$ cat src/rtl/alu_pipe.sv
// alu_pipe: two-stage valid/ready ALU pipeline.
//   Stage 1 captures the operands and opcode; the operation is executed while
//   moving from stage 1 into stage 2, which drives Z and FLAGS.
// Ports:
//   CLOCK      in   rising-edge clock
//   RESET_N    in   synchronous active-low reset
//   IN_VALID   in   A, B, INST are valid this cycle
//   IN_READY   out  an operation is accepted this cycle (combinational from OUT_READY)
//   A, B       in   WIDTH-bit operands (subtract is A-B)
//   INST       in   4-bit opcode
//   OUT_VALID  out  Z and FLAGS hold a result
//   OUT_READY  in   consumer takes the result this cycle
//   Z          out  WIDTH-bit result
//   FLAGS      out  {sticky overflow, zero, carry, overflow}
module alu_pipe #(
    parameter int WIDTH      = 32,
    parameter bit CARRY_INIT = 1'b0
) (
    input  logic             CLOCK,
    input  logic             RESET_N,
    input  logic             IN_VALID,
    output logic             IN_READY,
    input  logic [WIDTH-1:0] A,
    input  logic [WIDTH-1:0] B,
    input  logic [3:0]       INST,
    output logic             OUT_VALID,
    input  logic             OUT_READY,
    output logic [WIDTH-1:0] Z,
    output logic [3:0]       FLAGS
);

    logic             s1_valid_r;
    logic [WIDTH-1:0] s1_a_r;
    logic [WIDTH-1:0] s1_b_r;
    logic [3:0]       s1_inst_r;
    logic             out_valid_r;
    logic [WIDTH-1:0] z_r;
    logic [3:0]       flags_r;
    logic             c_r;

    logic             adv2_s;
    logic             adv1_s;
    logic             accept_s;

    logic [WIDTH-1:0] add_x_s;
    logic [WIDTH-1:0] add_y_s;
    logic             add_cin_s;
    logic [WIDTH:0]   sum_s;
    logic [WIDTH-1:0] res_s;
    logic             cy_s;
    logic             ov_s;
    logic             sticky_s;

    // Handshake: stage 2 frees when empty or retiring; stage 1 frees when empty or moving on.
    always_comb begin
        adv2_s   = ~out_valid_r | OUT_READY;
        adv1_s   = ~s1_valid_r | adv2_s;
        IN_READY = adv1_s & RESET_N;
        accept_s = IN_VALID & IN_READY;
    end

    // Adder operand selection: every arithmetic op is mapped onto x + y + cin,
    // subtraction and negation use the ~y + 1 form so carry means no-borrow.
    always_comb begin
        add_x_s   = {WIDTH{1'b0}};
        add_y_s   = {WIDTH{1'b0}};
        add_cin_s = 1'b0;
        case (s1_inst_r)
            4'b0000: begin add_x_s = s1_a_r;        add_y_s = {WIDTH{1'b0}}; add_cin_s = 1'b1; end
            4'b0001: begin add_x_s = s1_a_r;        add_y_s = {WIDTH{1'b1}}; add_cin_s = 1'b0; end
            4'b0010: begin add_x_s = s1_a_r;        add_y_s = s1_b_r;        add_cin_s = 1'b0; end
            4'b0011: begin add_x_s = s1_a_r;        add_y_s = ~s1_b_r;       add_cin_s = 1'b1; end
            4'b0100: begin
                // abs: negative operands become 0 - A, so the most-negative value overflows
                if (s1_a_r[WIDTH-1]) begin
                    add_x_s = {WIDTH{1'b0}}; add_y_s = ~s1_a_r; add_cin_s = 1'b1;
                end else begin
                    add_x_s = s1_a_r; add_y_s = {WIDTH{1'b0}}; add_cin_s = 1'b0;
                end
            end
            4'b0101: begin add_x_s = {WIDTH{1'b0}}; add_y_s = ~s1_a_r;       add_cin_s = 1'b1; end
            4'b0110: begin add_x_s = s1_a_r;        add_y_s = s1_b_r;        add_cin_s = c_r;  end
            4'b0111: begin add_x_s = {WIDTH{1'b0}}; add_y_s = ~s1_b_r;       add_cin_s = 1'b1; end
            default: begin add_x_s = {WIDTH{1'b0}}; add_y_s = {WIDTH{1'b0}}; add_cin_s = 1'b0; end
        endcase
        sum_s = {1'b0, add_x_s} + {1'b0, add_y_s} + {{WIDTH{1'b0}}, add_cin_s};
    end

    // Result and flag generation for the op leaving stage 1.
    always_comb begin
        res_s = sum_s[WIDTH-1:0];
        cy_s  = 1'b0;
        ov_s  = 1'b0;
        case (s1_inst_r)
            4'b1000: res_s = s1_a_r & s1_b_r;
            4'b1001: res_s = s1_a_r | s1_b_r;
            4'b1010: res_s = s1_a_r ^ s1_b_r;
            4'b1011: res_s = ~s1_b_r;
            4'b1100: res_s = s1_a_r;
            4'b1101: res_s = ~s1_a_r;
            4'b1110: res_s = {WIDTH{1'b0}};
            4'b1111: res_s = {WIDTH{1'b1}};
            default: begin
                res_s = sum_s[WIDTH-1:0];
                cy_s  = sum_s[WIDTH];
                // signed overflow: like-signed adder inputs giving an opposite-signed sum
                ov_s  = (add_x_s[WIDTH-1] == add_y_s[WIDTH-1]) &&
                        (sum_s[WIDTH-1] != add_x_s[WIDTH-1]);
            end
        endcase
        if (s1_inst_r == 4'b1110) begin
            sticky_s = 1'b0;
        end else begin
            sticky_s = flags_r[3] | ov_s;
        end
    end

    // Pipeline registers, carry register and sticky overflow (held in flags_r[3]).
    always_ff @(posedge CLOCK) begin
        if (!RESET_N) begin
            s1_valid_r  <= 1'b0;
            s1_a_r      <= {WIDTH{1'b0}};
            s1_b_r      <= {WIDTH{1'b0}};
            s1_inst_r   <= 4'b0000;
            out_valid_r <= 1'b0;
            z_r         <= {WIDTH{1'b0}};
            flags_r     <= 4'b0000;
            c_r         <= CARRY_INIT;
        end else begin
            if (adv1_s) begin
                s1_valid_r <= accept_s;
                if (accept_s) begin
                    s1_a_r    <= A;
                    s1_b_r    <= B;
                    s1_inst_r <= INST;
                end
            end
            if (adv2_s) begin
                out_valid_r <= s1_valid_r;
                if (s1_valid_r) begin
                    z_r     <= res_s;
                    flags_r <= {sticky_s, (res_s == {WIDTH{1'b0}}), cy_s, ov_s};
                    if (!s1_inst_r[3]) begin
                        c_r <= cy_s;
                    end
                end
            end
        end
    end

    assign OUT_VALID = out_valid_r;
    assign Z         = z_r;
    assign FLAGS     = flags_r;

endmodule

$ cat config.mk
export PLATFORM = sky130hd
export DESIGN_NAME = alu_pipe
export DESIGN_NICKNAME = d
export VERILOG_FILES = /design/src/rtl/alu_pipe.sv
export SDC_FILE = /design/constraint.sdc
export NUM_CORES = 1
export LEC_CHECK = 0
export ABC_CLOCK_PERIOD_IN_PS = 8670
export BUFFER_PORTS_ARGS = -buffer_cell sky130_fd_sc_hd__clkbuf_2
export CORE_UTILIZATION = 50
export DETAILED_ROUTE_END_ITERATION = 10
export GPL_TIMING_DRIVEN = 0
export PLACE_DENSITY = 0.77
export SETUP_SLACK_MARGIN = 0.5
export SLEW_MARGIN = 40
export SYNTH_ARGS = -nofsm -noshare
export SYNTH_HDL_FRONTEND = slang
export SYNTH_SLANG_ARGS = --single-unit
$ cat constraint.sdc
create_clock -name CLOCK -period 8.67 [get_ports CLOCK]
set_input_delay 0 -clock CLOCK [delete_from_list [all_inputs] [get_ports CLOCK]]
set_output_delay 0 -clock CLOCK [all_outputs]
set_load 0.02 [all_outputs]
Yosys cells after proc, flatten, opt, wreduce, memory -nomap -nowiden:

Cells that the tools add are included.
W data, S select, Z words.

* input port bits: 72
* output and inout bits: 38
* word-level logic and storage cells: 61
* bits in registers: 107

* $add $sub $neg: 2
* bitwise operators: 13
* multiplexer cells: 10
* reduce and logical (&&, ||, !) cells: 11
* equality and inequality tests: 17

Operators by type and width (number)
* $pmux W32 S8: 1
* $pmux W32 S5: 1
* $not A32 Y32: 2
* $pmux W32 S2: 1
* $add A32 B32 Y33: 1
* $add A33 B1 Y33: 1
* $and A32 B32 Y32: 1
* $eq A4 B4 Y1 const B: 8
* $logic_not A32 Y1: 1
* $mux W32: 1
* $or A32 B32 Y32: 1
* $xor A32 B32 Y32: 1
* $mux W31: 1
* $eq A4 B3 Y1 const B: 4
* $eq A4 B2 Y1 const B: 2
* $reduce_or A8 Y1: 1
* $reduce_or A5 Y1: 1
* $eq A4 B1 Y1 const B: 1
* $logic_not A4 Y1: 1
* $mux W1: 4
* $reduce_and A2 Y1: 2
* $reduce_or A2 Y1: 2
* $reduce_or A4 Y1: 1
* $not A1 Y1: 3
* 7 further kinds: 10

Depth between registers and ports, before layout:

* depth after elaboration: 10
* depth in mapped cells: 20
* gate-level depth less buffers: 16

Worst setup path before layout:

No wires, ideal clock.

* path kind: register to register
* start point: register s1_inst_r[0]
* end point: register flags_r[2], in the netlist FLAGS[2]
* arrival: 4.234 ns
* slack: 4.367 ns
* buffers on the path: 5
* data required time: 8.601 ns
* clock period less this slack: 4.303 ns
* library setup time: 0.069 ns
* cell stages (with the launch flop): 18
* cell sequence: dfxtp_1 buf_2 buf_6 clkbuf_1 buf_1 buf_1 xnor2_1 o221ai_1 fa_1 a21o_1 a221o_1 a2bb2oi_4 nor4_2 a221o_1 a2111oi_2 and4_1 nand4_1 o21ai_1

* cells in the longest elaborated chain, start to end: 7
* elaborated cells between the ends (all ways): 27
* those cells by class: add/sub: 2; eq/ne: 15; mux: 4; reduce/logical: 6

Ends and longest elaborated chain
* start, declared: line 35 `logic [3:0] s1_inst_r;`
* start signal, assigned: line 124 `s1_inst_r <= 4'b0000;`
* start signal, assigned: line 135 `s1_inst_r <= INST;`
* $eq A4 B3 Y1 (tied with other cells): line 68 `case (s1_inst_r)`
* $reduce_or A5 Y1 (no source line) or $reduce_or A2 Y1 (tied branches)
* $pmux W32 S2 or $pmux W32 S5 (tied branches): line 68
* $add A32 B32 Y33: line 86 `sum_s = {1'b0, add_x_s} + {1'b0, add_y_s} + {{WIDTH{1'b0}}, add_cin_s};`
* $add A33 B1 Y33: line 86
* $pmux W32 S8 *: line 94 `case (s1_inst_r)`
* $logic_not A32 Y1 *: line 142 `flags_r <= {sticky_s, (res_s == {WIDTH{1'b0}}), cy_s, ov_s};`
* end signal, assigned: line 142
* end, declared: line 38 `logic [3:0] flags_r;`

Mark *: on every way between the ends. The rest lies on a longest branch, timed or not.
A chain may end at the register's enable or synchronous reset.

Worst setup path after layout:

* start point: register s1_inst_r[3]
* end point: register flags_r[2], in the netlist FLAGS[2]

Same word-level chain as after synthesis.

==> metrics.txt <==
pin slew with the least headroom to its limit=between 900 and 1000 ps; number of global-route vias before repair=10400; core box area=18800 um2; VDD IR-drop max=0.000106 V; HPWL Detailed=between 20000 and 30000 um; via/cell ratio=6.29; Yosys cell types=82; post-synthesis async set-or-reset flop share=0; Std-Cell Rows=50; TritonCTS clock tree=built; delay-heaviest family, CP=compound AO/OA/AOI/OAI gates; die height=141 um; final core occ=0.615; Cells after Synth=about 1300; CP max-delay cell=a211oi_2; clock-pin slew on the worst setup and hold paths=80 ps; Syn-to-layout area delta=19.6%; ys flop type=dfxtp_1; Starting DRT DRC Count=~1300; DRC errors left=0; Sum Neg Setup Slack=0 ps; Critical Path AT=6610 ps; crit share post-route=0.727; Crit Path Class=flop to flop; crit start category=flop; Crit path largest cell delay=710 ps; flops & latches, synth=107; PwrDens=146 nW/um2; DIE AREA=~20000 um2; number of setup buffers added after CTS=0; RSZ-0062 raised after global routing=no; worst min path class=input pin to flop; final setup vio count=0; gp weighted congestion=0.990; PostCTS Resize Cnt=0; Max Slew Vio Count=0; hold bufs inserted after CTS=71; max_cap viols=0; Worst path most repeated cell=clkbuf_1; relative slew slack=0.398; Synthesized Nets=1451; vias=10900; Synth warnings=0; Clock Root Buffer=clkbuf_16; Leakage=~0.0047 uW; Post-Syn Area=9680 um2; final hold vios=0; Sink Count=107; H-tree depth=3; drt pass-1 iters=5; CTS buffer count=9; Inserted Diodes=0; clock latency on the worst-skew pair=~370 ps; share of layout cells above drive strength 1=0.124; status=complete, no violations; Max clock buf depth=2; GRT Overall Usage=0.402; syn_area_per_cell=between 7 and 8 um2; nets=between 1500 and 2000; die width=141 um; Worst Skew=14.1 ps; WL per Instance=22.7 um; final wirelength=a little under 40000 um; initial core utilization=0.514; Worst Setup End Kind=flop; Fmax=around 160 MHz; EDFF count, synth=0; PortBufs=109; # IOs=110; CP Buf/Inv Count=5; largest net degree at the start of global routing=19; Tmin final=6310 ps; WP data required=approximately 9000 ps; overflow left after global routing=0; CP Cell Sequence=clkbuf_2 > inv_1 > clkbuf_1 > buf_1 > o211ai_1 > clkbuf_1 > o221ai_1 > ha_1 > nor2_1 > a211oi_2 > o31ai_4 > a41oi_1 > mux2i_1 > a221o_1 > nor4_1 > nand4_1 > o21ai_1; initial antenna violation count=0; worst-path fanout max=10; sequential-to-total area share from yosys stat=0.221; global-route wire length before repair=60200 um; Routed Antenna Nets=0
[worst reg2reg max path: stages (launching register included)]
cell and delay [ps]:
dfxtp_1 300, clkbuf_2 250, inv_1 430, clkbuf_1 700
buf_1 650, o211ai_1 410, clkbuf_1 410, o221ai_1 420
ha_1 210, nor2_1 60, a211oi_2 710, o31ai_4 220
a41oi_1 340, mux2i_1 170, a221o_1 420, nor4_1 190
nand4_1 160, o21ai_1 180
[synth_stat cells, drive strengths merged (28+ instances only)]
library cell | n | area [um2]
nand2 | 163 | 612
dfxtp | 107 | 2140
nor2 | 97 | 364
ha | 95 | 1190
a21oi | 88 | 444
inv | 78 | 293
o31ai | 75 | 577
clkbuf | 69 | 260
o21ai | 63 | 319
xnor2 | 42 | 368
o221ai | 39 | 342
buf | 36 | 200
and2 | 35 | 219
nor3 | 30 | 150
mux2i | 28 | 280
[cell families after synthesis]
family | count (synthesis) | synth area share
AO/OA/AOI/OAI | 393 | 0.288
flip-flops | 107 | 0.221
adder cells (fa/ha/maj) | 97 | 0.127
XOR/XNOR | 47 | 0.0425
buffers and inverters | 184 | 0.0782
multiplexers | 40 | 0.0452
AND/OR/NAND/NOR | 414 | 0.198
[layer usage]
metal  GRT usage  share of wire
met5           0              0
met4       0.219          0.056
met3       0.122           0.12
met2       0.623           0.43
met1       0.497           0.40
[final timing paths]
check | slack (ps) | endpoint | cells past startpoint | startpoint
worst max-delay path | 2360 | FLAGS[2] | 17 | s1_inst_r[3]
worst max register to register | 2360 | FLAGS[2] | 17 | s1_inst_r[3]
worst min register to register | 450 | Z[18] | 2 | Z[18]
worst min-delay path | 350 | s1_inst_r[1] | 4 | INST[1]
[where the power goes]
part	total (uW)	switching [uW]	internal [uW]	leakage [uW]
clock	442	215	227	0.000140
combinational	677	430	247	0.00369
sequential	568	40.5	527	0.000882
total	1690	685	1000	0.00471
[per-stage QoR]
step	area, um2	hold slack (ps)	power (uW)	setup WS, ps	cells
after CTS	11600	358	1650	2580	1738
after global placement	10600	194	1190	2420	1651
after detailed placement	10600	195	1200	2620	1652
after global routing	11600	385	1760	2140	1738
final	11600	353	1690	2360	1738
after floorplan	9680	108	991	4370	1282
[state kept, by name (all words and copies together), names as in the netlist]
signal and flops:
s1_inst_r 4, OUT_VALID 1, FLAGS 4, s1_b_r 32, s1_a_r 32, Z 32, c_r 1, s1_valid_r 1
[cell type report]
cell class,instances,area (um2)
Fill cell,1763,7250
Multi-Input combinational cell,991,6800
Sequential cell,107,2140
Timing Repair Buffer,181,1260
Buffer,105,463
Tap cell,260,325
Inverter,79,297
Clock buffer,9,225
Clock inverter,6,73.8
[cell usage in the layout (no fill, tap or decap), types with 39 or more instances in the layout]
cell / count
dfxtp_1: 107
nor2_1: 97
clkbuf_1: 67
o221ai_1: 39
xnor2_1: 42
clkbuf_2: 112
dlygate4sd3_1: 71
o21ai_0: 60
nand2_1: 163
o31ai_1: 74
inv_1: 77
ha_1: 95
a21oi_1: 87
No activity file was read; power rests on OpenSTA's default activity.
